**src/rtl/uart_rx_pkt_ctrl.sv**
```systemverilog
// uart_rx_pkt_ctrl: turns UART receiver byte strobes into checked packets (A5, LEN, payload, CHK).
// Latency: a packet is valid one Clk after the CHK byte edge; error pulses come one Clk after their cause.
// Backpressure: a held packet blocks reception until pkt_ack; bytes arriving meanwhile are dropped with err_ovr.
//
// Ports:
//   Clk, Rst_n (sync, active-high), En        - clock, reset, controller enable
//   RxDone, RxData                            - byte-done level and byte from the UART receiver
//   Tick, RxEn, NBits                         - oversample strobe, enable and word length to the receiver
//   pkt_valid, pkt_len, pkt_ack               - held-packet status and release
//   rd_addr, rd_data                          - combinational payload buffer read port
//   err_chk, err_len, err_tmo, err_ovr        - one-cycle error pulses
module uart_rx_pkt_ctrl #(
  parameter int TICK_DIV = 326,
  parameter int TIMEOUT  = 50000
) (
  input  logic       Clk,
  input  logic       Rst_n,
  input  logic       En,
  input  logic       RxDone,
  input  logic [7:0] RxData,
  input  logic       pkt_ack,
  input  logic [3:0] rd_addr,
  output logic       Tick,
  output logic       RxEn,
  output logic [3:0] NBits,
  output logic       pkt_valid,
  output logic [4:0] pkt_len,
  output logic [7:0] rd_data,
  output logic       err_chk,
  output logic       err_len,
  output logic       err_tmo,
  output logic       err_ovr
);

  localparam int TW = (TICK_DIV > 1) ? $clog2(TICK_DIV) : 1;
  localparam int OW = $clog2(TIMEOUT + 1);

  typedef enum logic [2:0] {S_IDLE, S_LEN, S_DATA, S_CHK, S_HOLD} state_t;

  state_t        state, state_nxt;
  logic [TW-1:0] tick_cnt;
  logic [OW-1:0] tmo_cnt;
  logic          rxdone_q;
  logic          byte_evt;
  logic [7:0]    sum;
  logic [3:0]    idx;
  logic [7:0]    pkt_buf [16];
  logic          ld_len, ld_data, tmo_hit;
  logic          err_chk_nxt, err_len_nxt, err_tmo_nxt, err_ovr_nxt;

  // Only the first cycle of a RxDone high level counts as a byte.
  assign byte_evt  = RxDone & ~rxdone_q;
  // The count would reach TIMEOUT on the coming edge.
  assign tmo_hit   = (tmo_cnt == OW'(TIMEOUT - 1));
  assign pkt_valid = (state == S_HOLD);
  assign NBits     = 4'd8;
  assign rd_data   = pkt_buf[rd_addr];

  always_comb begin
    state_nxt   = state;
    ld_len      = 1'b0;
    ld_data     = 1'b0;
    err_chk_nxt = 1'b0;
    err_len_nxt = 1'b0;
    err_tmo_nxt = 1'b0;
    err_ovr_nxt = 1'b0;
    if (!En) begin
      state_nxt = S_IDLE;
    end else begin
      case (state)
        S_IDLE: if (byte_evt && RxData == 8'hA5) state_nxt = S_LEN;
        S_LEN: begin
          if (byte_evt) begin
            if (RxData != 8'd0 && RxData <= 8'd16) begin
              ld_len    = 1'b1;
              state_nxt = S_DATA;
            end else begin
              err_len_nxt = 1'b1;
              state_nxt   = S_IDLE;
            end
          end else if (tmo_hit) begin
            err_tmo_nxt = 1'b1;
            state_nxt   = S_IDLE;
          end
        end
        S_DATA: begin
          if (byte_evt) begin
            ld_data = 1'b1;
            if ({1'b0, idx} == pkt_len - 5'd1) state_nxt = S_CHK;
          end else if (tmo_hit) begin
            err_tmo_nxt = 1'b1;
            state_nxt   = S_IDLE;
          end
        end
        S_CHK: begin
          if (byte_evt) begin
            if (RxData == sum) begin
              state_nxt = S_HOLD;
            end else begin
              err_chk_nxt = 1'b1;
              state_nxt   = S_IDLE;
            end
          end else if (tmo_hit) begin
            err_tmo_nxt = 1'b1;
            state_nxt   = S_IDLE;
          end
        end
        S_HOLD: begin
          // The ack releases the packet even when a byte lands in the same cycle; that byte is lost.
          if (byte_evt) err_ovr_nxt = 1'b1;
          if (pkt_ack)  state_nxt   = S_IDLE;
        end
        default: state_nxt = S_IDLE;
      endcase
    end
  end

  always_ff @(posedge Clk) begin
    if (Rst_n) begin
      state    <= S_IDLE;
      tick_cnt <= '0;
      Tick     <= 1'b0;
      RxEn     <= 1'b0;
      rxdone_q <= 1'b0;
      pkt_len  <= '0;
      sum      <= '0;
      idx      <= '0;
      tmo_cnt  <= '0;
      err_chk  <= 1'b0;
      err_len  <= 1'b0;
      err_tmo  <= 1'b0;
      err_ovr  <= 1'b0;
    end else begin
      Tick     <= (tick_cnt == TW'(TICK_DIV - 1));
      tick_cnt <= (tick_cnt == TW'(TICK_DIV - 1)) ? '0 : tick_cnt + TW'(1);
      RxEn     <= En;
      rxdone_q <= RxDone;
      state    <= state_nxt;
      err_chk  <= err_chk_nxt;
      err_len  <= err_len_nxt;
      err_tmo  <= err_tmo_nxt;
      err_ovr  <= err_ovr_nxt;
      if (ld_len) begin
        pkt_len <= RxData[4:0];
        sum     <= RxData;
        idx     <= '0;
      end
      if (ld_data) begin
        sum <= sum + RxData;
        idx <= idx + 4'd1;
      end
      // Idle timer runs only inside a packet and restarts on every byte and state change.
      if (byte_evt || state_nxt != state || state == S_IDLE || state == S_HOLD)
        tmo_cnt <= '0;
      else if (tmo_cnt != OW'(TIMEOUT))
        tmo_cnt <= tmo_cnt + OW'(1);
    end
  end

  // Payload storage carries no reset; it is only meaningful while a packet is held.
  always_ff @(posedge Clk) begin
    if (ld_data) pkt_buf[idx] <= RxData;
  end

endmodule

```
**config.mk**
```make
export PLATFORM = sky130hd
export DESIGN_NAME = uart_rx_pkt_ctrl
export DESIGN_NICKNAME = d
export VERILOG_FILES = /design/src/rtl/uart_rx_pkt_ctrl.sv
export SDC_FILE = /design/constraint.sdc
export NUM_CORES = 1
export LEC_CHECK = 0
export CORE_MARGIN = 3
export CORE_UTILIZATION = 57
export DETAILED_ROUTE_END_ITERATION = 7
export PLACE_DENSITY = 0.82
export SYNTH_ARGS = -nofsm -noshare
export SYNTH_HDL_FRONTEND = slang
export SYNTH_SLANG_ARGS = --single-unit
```
**constraint.sdc**
```tcl
create_clock -name Clk -period 2.3 [get_ports Clk]
set_input_delay 0.23 -clock Clk [delete_from_list [all_inputs] [get_ports Clk]]
set_output_delay 0.23 -clock Clk [all_outputs]
set_load 0.005 [all_outputs]
```
==> flow_metrics.env <==
export IMPL_outcome="completed"
export IMPL_synth_seq_area_share=0.6367
export IMPL_slowest_stage="mux4_2"
export IMPL_synth_distinct_cells=55
export IMPL_vias=4731
export IMPL_setup_violations=0
export IMPL_antenna_found_initial=0
export IMPL_period_minus_slack_ps=2251
export IMPL_p_sw_w=0.001317
export IMPL_layout_common_cells="128 x edfxtp_1, 54 x nor2_1, 52 x dfxtp_1"
export IMPL_holdWs_ps=417.5
export IMPL_leakagePower_nw=3.120
export IMPL_power_internal_w=0.005563
export IMPL_cts_made_buffers=17
export IMPL_wl_per_cell_um=21.57
export IMPL_regToRegSetupSlack_ps=250
export IMPL_drtIter0Drc=437
export IMPL_fin_crit_sh=0.9786
export IMPL_rsz0062_at_grt="false"
export IMPL_worst_pin_slew_ps=540.7
export IMPL_netlist_top_cells_area="edfxtp_1 50%, dfxtp_1 14%, mux4_2 12%"
export IMPL_syn_area_per_cell_um2=14.50
export IMPL_overflow=0
export IMPL_sw_frac_of_total=0.1914
export IMPL_synth_ff_type="edfxtp_1"
export IMPL_worstPathArrival_ps=2020
export IMPL_dieHeight_um=122.0
export IMPL_final_nets=644
export IMPL_grt_pass1_wl_um=27230
export IMPL_ant_nets=0
export IMPL_hold_viol_final=0
export IMPL_seq_power_share=0.505
export IMPL_globalplace_congestion=0.8494
export IMPL_h_tree_depth=4
export IMPL_pwr_density_cell_mw_per_mm2=750.1
export IMPL_drive_gt1_frac=0.2039
export IMPL_crit_top_cell="mux4_2"
export IMPL_async_reset_ff_frac=0
export IMPL_dp_hpwl_um=10880
export IMPL_ys_warnings_count=0
export IMPL_holdPathStages=2
export IMPL_slew_violations=0
export IMPL_min_delay_path_class="input pin to register"
export IMPL_drv_cap=0
export IMPL_p_total_w=0.006880
export IMPL_drt_pass1_iter_count=7
export IMPL_cp_max_fo=1
export IMPL_slew_headroom=0.6384
export IMPL_synth_area_mm2=0.007672
export IMPL_die_x_um=122.0
export IMPL_r2r_cells=6
export IMPL_min_to="rxdone_q$_SDFF_PP0_"
export IMPL_routed_via_density=5.951
export IMPL_max_stage_delay_ps=490
export IMPL_syn_instance_count=529
export IMPL_ir_drop_mv=0.4520
export IMPL_grt_start_max_net_pins=22
export IMPL_pre_cts_slack_ps=-223.7
export IMPL_syn2layout_area_growth_pct=19.55
export IMPL_fin_worst_skew_ps=8.157
export IMPL_clock_path_buffers=2
export IMPL_root_buffer="clkbuf_16"
export IMPL_final_common_cell="edfxtp_1"
export IMPL_grtUsageTotal=0.2512
export IMPL_worstHoldStart="RxDone"
export IMPL_fin_ws_ps=49.14
export IMPL_cts_hold_buf=0
export IMPL_row_count=41
export IMPL_grt_pass1_vias=4828
export IMPL_start_util=0.5959
export IMPL_synth_largest_area_cell="edfxtp_1"
export IMPL_drc=0
export IMPL_core_area_mm2=0.01288
export IMPL_rr_endpoint="sum[7]$_SDFFE_PP0P_"
export IMPL_crit_path_end_kind="output port"
export IMPL_fmax_ghz=0.4443
export IMPL_io_pins=41
export IMPL_port_buffers=36
export IMPL_rr_startpoint="sum[1]$_SDFFE_PP0P_"
export IMPL_synth_edff_count=128
export IMPL_synth_top_cell_area_share=0.5010
export IMPL_path_cells="mux4_2, mux4_2, clkdlybuf4s15_1"
export IMPL_n_antenna_cell=0
export IMPL_worstPathRequired_ps=2070
export IMPL_startpoint_type="register"
export IMPL_clockPowerShare=0.447
export IMPL_clk_pin_slew_worst_paths_ps=60
export IMPL_clock_sinks=180
export IMPL_comb_power_share=0.047
export IMPL_routed_wl_um=17150
export IMPL_synth_seq_cells=180
export IMPL_dieArea_mm2=0.01489
export IMPL_crit_type="register to output port"
export IMPL_insertion_delay_ps=430
export IMPL_cts_tree="done"
worst max path at each step:
stage,endpoint,start,slack (ps),cells past startpoint
finish,rd_data[5],pkt_buf[15][5]$_DFFE_PP_,50,3
global route,rd_data[1],pkt_buf[12][1]$_DFFE_PP_,3,3
CTS,rd_data[2],pkt_buf[9][2]$_DFFE_PP_,7,3
detailed placement,rd_data[4],rd_addr[1],-220,5
global placement,rd_data[4],rd_addr[1],-210,5
floorplan,pkt_buf[3][0]$_DFFE_PP_,state[0]$_SDFF_PP0_,260,6
synth_stat cells, drive strengths merged, types with 10 or more instances:
| master | number |
|---|---|
| nor3 | 17 |
| nand3 | 19 |
| xnor2 | 18 |
| xor2 | 13 |
| a21oi | 14 |
| nor2 | 54 |
| inv | 18 |
| mux4 | 40 |
| ha | 16 |
| nand4 | 10 |
| edfxtp | 128 |
| buf | 21 |
| dfxtp | 52 |
| nand2 | 29 |
repair_timing:
item                       CTS  global route
gates cloned                 1             0
setup endpoints to repair    8             3
setup buffers                0             0
gates resized for setup     16             3
hold endpoints to repair     0             0
worst max-delay path, delay by kind of cell, from the launching register on:
| kind | cells | cell delay [ps] |
|---|---|---|
| muxes | 2 | 970 |
| DFF | 1 | 390 |
| buffers and inverters | 1 | 230 |
layout make-up:
cell class / instances / area, um^2
clock buffers: 22 / 444.2
clock inverters: 10 / 180.2
fillers: 819 / 3704
inverters: 18 / 67.56
multi-input cells: 307 / 2587
flip-flops and latches: 180 / 4885
well taps: 172 / 215.2
repair buffers: 86 / 793.3
stage by stage:
stage               utilization  setup TNS [ps]  instances  cell area [um^2]
finish                   0.7124               0        795              9173
floorplan                     -               0        531              7680
CTS                      0.7126               0        795              9175
detailed placement       0.6623           -2027        762              8528
global placement         0.6623           -1612        762              8528
global route             0.7124               0        795              9173
power by group through the flow:
stage	Clock (W)	Sequential (W)	Combinational, W
2_1_floorplan	0	0.00355	0.000161
3_3_place_gp	0	0.00355	0.000316
3_5_place_dp	0	0.00355	0.000325
4_1_cts	0.00311	0.00348	0.000328
5_1_grt	0.00326	0.00348	0.000352
6_report	0.00308	0.00348	0.000325
registers in the layout, summed over array words and instances (netlist names):
name and count:
RxEn 1, Tick 1, err_chk 1, err_len 1
err_ovr 1, err_tmo 1, idx 4, pkt_buf 128
pkt_len 5, rxdone_q 1, state 3, sum 8
tick_cnt 9, tmo_cnt 16
routing by layer:
layer	vias to the layer above	routed length [um]	part of all wire	global-route usage
met3	28	1099	0.064	0.04735
met2	198	8891	0.52	0.4275
met4	0	340	0.020	0.08894
met1	2339	6818	0.40	0.3263
met5	-	0	0	0
li1	2166	-	-	-
logic make-up (layout without fill, tap and decap cells):
group / count (synthesis) / after routing / synth area share
flops: 180 / 180 / 0.6367
simple gates: 168 / 168 / 0.1119
compound gates: 45 / 45 / 0.03930
buf+inv: 44 / 136 / 0.02707
mux: 42 / 42 / 0.1200
xor+xnor: 31 / 31 / 0.03539
fa+ha+maj: 17 / 17 / 0.02870
other cells: 2 / 4 / 0.0009788
Note: power is estimated with default switching activity, not from simulation.
